**src/rtl/rr_pkg.sv**
```systemverilog
// Shared definitions for the round-robin frame collector: slot indices,
// frame geometry and the assembly FSM state encoding.
package rr_pkg;

  localparam logic [1:0] SLOT_A = 2'd0;
  localparam logic [1:0] SLOT_B = 2'd1;
  localparam logic [1:0] SLOT_C = 2'd2;
  localparam logic [1:0] SLOT_D = 2'd3;

  localparam int NUM_SLOTS = 4;
  localparam int FRAME_W   = 4;

  typedef enum logic {
    HUNT     = 1'b0,
    ASSEMBLE = 1'b1
  } collector_state_t;

endpackage

```
**src/rtl/rr_frame_fifo.sv**
```systemverilog
// Synchronous first-word-fall-through FIFO. The head entry is presented
// combinationally whenever the FIFO is non-empty. A push into a full FIFO
// is accepted only when a pop happens in the same cycle.
module rr_frame_fifo #(
  parameter int DEPTH = 4,
  parameter int W     = 4
) (
  input  logic                     clk,
  input  logic                     rst,
  input  logic                     push,
  input  logic [W-1:0]             push_data,
  input  logic                     pop,
  output logic [W-1:0]             head_data,
  output logic                     full,
  output logic                     empty,
  output logic [$clog2(DEPTH):0]   level
);

  localparam int AW = $clog2(DEPTH);
  localparam int LW = AW + 1;

  logic [W-1:0]  mem [DEPTH];
  logic [AW-1:0] wr_ptr;
  logic [AW-1:0] rd_ptr;
  logic          push_en;
  logic          pop_en;

  assign empty     = (level == '0);
  assign full      = (level == LW'(DEPTH));
  assign pop_en    = pop && !empty;
  assign push_en   = push && (!full || pop_en);
  assign head_data = empty ? '0 : mem[rd_ptr];

  // Storage array; contents are only observable through the level-gated head.
  always_ff @(posedge clk) begin
    if (push_en) begin
      mem[wr_ptr] <= push_data;
    end
  end

  // Pointers wrap naturally at DEPTH (power of two); level tracks occupancy exactly.
  always_ff @(posedge clk or negedge rst) begin
    if (!rst) begin
      wr_ptr <= '0;
      rd_ptr <= '0;
      level  <= '0;
    end else begin
      if (push_en) begin
        wr_ptr <= wr_ptr + 1'b1;
      end
      if (pop_en) begin
        rd_ptr <= rd_ptr + 1'b1;
      end
      case ({push_en, pop_en})
        2'b10:   level <= level + 1'b1;
        2'b01:   level <= level - 1'b1;
        default: level <= level;
      endcase
    end
  end

endmodule

```
**src/rtl/rr_frame_collector.sv**
```systemverilog
// Rebuilds 4-bit frames from the round-robin arbiter's serial output,
// buffers completed frames in a FWFT FIFO and flags slot-sequence breaks
// and dropped frames.
module rr_frame_collector
  import rr_pkg::*;
#(
  parameter int FIFO_DEPTH = 4,
  parameter int CNT_W      = 8
) (
  input  logic                          clk,
  input  logic                          rst,
  input  logic                          in_valid,
  input  logic [1:0]                    in_slot,
  input  logic                          in_bit,
  output logic [FRAME_W-1:0]            frame_data,
  output logic                          frame_valid,
  input  logic                          frame_ready,
  output logic [$clog2(FIFO_DEPTH):0]   fifo_level,
  output logic                          resync,
  output logic                          overflow,
  output logic [CNT_W-1:0]              drop_cnt
);

  collector_state_t   state, state_n;
  logic [1:0]         expected, expected_n;
  logic [FRAME_W-1:0] partial, partial_n;
  logic               resync_n;
  logic               push;
  logic [FRAME_W-1:0] push_data;
  logic               fifo_full;
  logic               fifo_empty;
  logic               pop_fire;
  logic               drop;

  assign frame_valid = !fifo_empty;
  assign pop_fire    = frame_valid && frame_ready;
  assign drop        = push && fifo_full && !pop_fire;

  rr_frame_fifo #(
    .DEPTH (FIFO_DEPTH),
    .W     (FRAME_W)
  ) u_fifo (
    .clk       (clk),
    .rst       (rst),
    .push      (push),
    .push_data (push_data),
    .pop       (pop_fire),
    .head_data (frame_data),
    .full      (fifo_full),
    .empty     (fifo_empty),
    .level     (fifo_level)
  );

  // Assembly FSM next-state: collect bits in slot order, push on slot D,
  // and recover from slot-sequence breaks.
  always_comb begin
    state_n    = state;
    expected_n = expected;
    partial_n  = partial;
    resync_n   = 1'b0;
    push       = 1'b0;
    push_data  = {in_bit, partial[2:0]};
    if (in_valid) begin
      case (state)
        HUNT: begin
          if (in_slot == SLOT_A) begin
            partial_n  = {3'b000, in_bit};
            expected_n = SLOT_B;
            state_n    = ASSEMBLE;
          end
        end
        ASSEMBLE: begin
          if (in_slot == expected) begin
            if (in_slot == SLOT_D) begin
              push       = 1'b1;
              partial_n  = '0;
              expected_n = SLOT_A;
            end else begin
              partial_n[in_slot] = in_bit;
              expected_n         = expected + 2'd1;
            end
          end else begin
            resync_n = 1'b1;
            if (in_slot == SLOT_A) begin
              partial_n  = {3'b000, in_bit};
              expected_n = SLOT_B;
            end else begin
              partial_n  = '0;
              expected_n = SLOT_A;
              state_n    = HUNT;
            end
          end
        end
        default: state_n = HUNT;
      endcase
    end
  end

  // FSM state, partial frame and registered status outputs.
  always_ff @(posedge clk or negedge rst) begin
    if (!rst) begin
      state    <= HUNT;
      expected <= SLOT_A;
      partial  <= '0;
      resync   <= 1'b0;
      overflow <= 1'b0;
      drop_cnt <= '0;
    end else begin
      state    <= state_n;
      expected <= expected_n;
      partial  <= partial_n;
      resync   <= resync_n;
      if (drop) begin
        overflow <= 1'b1;
        if (drop_cnt != '1) begin
          drop_cnt <= drop_cnt + 1'b1;
        end
      end
    end
  end

endmodule

```
**config.mk**
```make
export PLATFORM = sky130hd
export DESIGN_NAME = rr_frame_collector
export DESIGN_NICKNAME = d
export VERILOG_FILES = /design/src/rtl/rr_pkg.sv /design/src/rtl/rr_frame_fifo.sv /design/src/rtl/rr_frame_collector.sv
export SDC_FILE = /design/constraint.sdc
export NUM_CORES = 1
export LEC_CHECK = 0
export CAP_MARGIN = 20
export CORE_UTILIZATION = 54
export CTS_CLUSTER_DIAMETER = 120
export DETAILED_ROUTE_END_ITERATION = 6
export PLACE_DENSITY = 0.78
export SYNTH_ARGS = -nofsm -noshare
export SYNTH_HDL_FRONTEND = slang
export SYNTH_SLANG_ARGS = --single-unit
```
**constraint.sdc**
```tcl
create_clock -name clk -period 2.65 [get_ports clk]
set_input_delay 0.3975 -clock clk [delete_from_list [all_inputs] [get_ports clk]]
set_output_delay 0.3975 -clock clk [all_outputs]
set_load 0.05 [all_outputs]
```
==> results_dict.tcl <==
set metrics [dict create \
    status "finished, final reports clean" \
    worstMarginPinSlew_ns 0.508 \
    slowest_stage "clkdlybuf4s50_1" \
    synth_flop_cell "dfrtp_1" \
    fin_skew_ns 0.00999 \
    synth_warnings 0 \
    routed_via_density 5.79 \
    endpoint "frame_valid" \
    numCtsBuffers 5 \
    die_area_mm2 0.00390 \
    holdBufCountCts 0 \
    finalSetupViolCount 0 \
    dp_hpwl_um 2720 \
    endpoint_kind "output port" \
    syn_to_final_growth_pct 20.8 \
    final_nets 209 \
    core_mm2 0.00342 \
    rsz0062_at_grt "false" \
    layout_commonest_cell "dfrtp_1" \
    reg2reg_depth 7 \
    path_clk_slew_ns 0.12 \
    final_util_pct 69.7 \
    crit_fanout 7 \
    drive_above_1_share_pct 13.2 \
    slew_violations 0 \
    r2r_slack_ns 0.20 \
    worstPathRequired_ns 2.25 \
    vias 1408 \
    p_leak_nw 1.03 \
    antenna_cells 0 \
    routed_wl_um 3760 \
    drv_cap 0 \
    dr.pass1.iters 4 \
    rr_endpoint "u_fifo.level[2]$_DFFE_PN0P_" \
    synth_edf_count 16 \
    clkSinkCount 39 \
    grt_pass1_wl_um 6690 \
    crit_start "u_fifo.level[0]$_DFFE_PN0P_" \
    mostFrequentLayoutCells "dfrtp_1, clkdlybuf4s50_1, edfxtp_1" \
    wl_per_cell_um 15.5 \
    crit_chain "or3_1 -> clkdlybuf4s50_1" \
    critPathKind "reg2out" \
    cts_resized 4 \
    cts_max_level 2 \
    grt_usage_pct 22.4 \
    async_flop_share_pct 59.0 \
    cts_tree "yes" \
    hold_viol_final 0 \
    startpoint_type "flip-flop" \
    antenna_found_initial 0 \
    io_pins 25 \
    antenna_left 0 \
    root_buffer "clkbuf_4" \
    hold_path.class "in2async" \
    syn_avg_cell_area_um2 11.9 \
    io_buffers 24 \
    fin_crit_sh_pct 93.2 \
    netlist_area_mm2 0.00197 \
    grt_pass1_vias 1401 \
    die_h_um 62.4 \
    cp.arrival_ns 2.07 \
    overflow 0 \
    crit_family "buffers and inverters" \
    setup_tns_ns 0 \
    grt_start_max_net_pins 24 \
    worst-path-buf-inv 1 \
    drc_errors 0 \
    synth-seq-area-share_pct 53.6 \
    max_slew_margin_pct 66.0 \
    synthDistinctLibCells 48 \
    fp.dieW_um 62.4 \
    ys_ff_latch 39 \
    synth_cells 166 \
    crit_cells 2 \
    power_mw 1.73 \
    max_clock_freq_ghz 0.405 \
    r2r-start "u_fifo.level[0]$_DFFE_PN0P_" \
    clock_latency_ns 0.35 \
    powerDensity_mw_per_mm2 726 \
    start_util_pct 57.7 \
    crit_path_max_incr_delay_ns 0.73 \
    fin_crit_ns 2.47 \
    drtIter0Drc 97 \
    syn_nets 179 \
    place.gp.congestion 0.836 \
    num_rows 21 \
    vdd_drop_max_mv 0.377 \
    cts.path.max_buffers 2 \
    cts_setup_buffers 0 \
]
## synth_stat cells, drive strengths merged (2+ instances only)
master | number | area share (%)
a21o | 3 | 1.2
mux4 | 4 | 4.6
nor4 | 2 | 0.63
clkbuf | 2 | 0.38
nor2 | 12 | 2.3
and2 | 8 | 2.5
xnor2 | 3 | 1.3
dfrtp | 23 | 29
nand3 | 6 | 2.2
nand2 | 12 | 2.3
and3 | 3 | 0.95
nand4 | 3 | 0.95
nor3 | 8 | 2.3
edfxtp | 16 | 24
a32oi | 2 | 0.89
inv | 6 | 1.1
ha | 5 | 3.2
or3 | 2 | 0.63
buf | 7 | 2.0
mux2 | 2 | 1.1
nand2b | 2 | 0.63
xor2 | 9 | 4.0
o21ai | 6 | 1.5
## layer usage
metal	global-route usage, %	vias to the layer above	wire (um)	part of all wire (%)
met5	0	-	0	0
met4	8.14	0	68	1.8
met3	5.47	7	227	6.0
met2	35.3	52	1790	48
met1	30.2	689	1680	45
li1	-	660	-	-
## worst min path at each step
stage                                              end  cells after the start                  from
after CTS                 u_fifo.rd_ptr[1]$_DFFE_PN0P_                      2                   rst
after global placement            overflow$_DFFE_PN0P_                      1  overflow$_DFFE_PN0P_
after floorplan                drop_cnt[0]$_DFFE_PN0P_                      0                   rst
after detailed placement          overflow$_DFFE_PN0P_                      1  overflow$_DFFE_PN0P_
final                          drop_cnt[7]$_DFFE_PN0P_                      2                   rst
after global routing      u_fifo.wr_ptr[1]$_DFFE_PN0P_                      2                   rst
## kinds of logic after synthesis
kind of cell	share of synthesized area [%]
AOI/OAI and AO/OA	8.95
adders and majority gates	4.19
muxes	6.22
DFF	53.6
and+or+nand+nor	18.2
buffers and inverters	3.56
xor gates and xnor gates	5.33
## flip-flops by register name, summed over array words and instances, names as in the netlist
signal         flops
u_fifo.mem        16
u_fifo.level       3
u_fifo.wr_ptr      2
expected           2
state              1
resync             1
partial            3
overflow           1
u_fifo.rd_ptr      2
drop_cnt           8
## power by group
part	switching [mW]	internal, mW
Sequential	0.0931	0.675
Clock	0.193	0.294
Combinational	0.272	0.201
Total	0.558	1.17
## cell type report
type	instances	area [um2]
flip-flops and latches	39	1060
fillers	253	1040
multi-input cells	112	845
repair buffers	32	295
clock inverters	2	60.1
well taps	46	57.6
clock buffers	6	41.3
inverters	6	22.5
## per-stage QoR
| stage | cell area, um2 | setup WS [ns] | hold WS (ns) | std cells |
|---|---|---|---|---|
| 5_1_grt | 2380 | 0.0358 | 0.404 | 243 |
| 3_5_place_dp | 2280 | 0.145 | 0.454 | 235 |
| 2_1_floorplan | 1970 | 0.0331 | 0.102 | 166 |
| 3_3_place_gp | 2280 | 0.261 | 0.447 | 235 |
| 6_report | 2380 | 0.180 | 0.399 | 243 |
| 4_1_cts | 2380 | 0.161 | 0.404 | 243 |
Note: power is estimated with default switching activity, not from simulation.
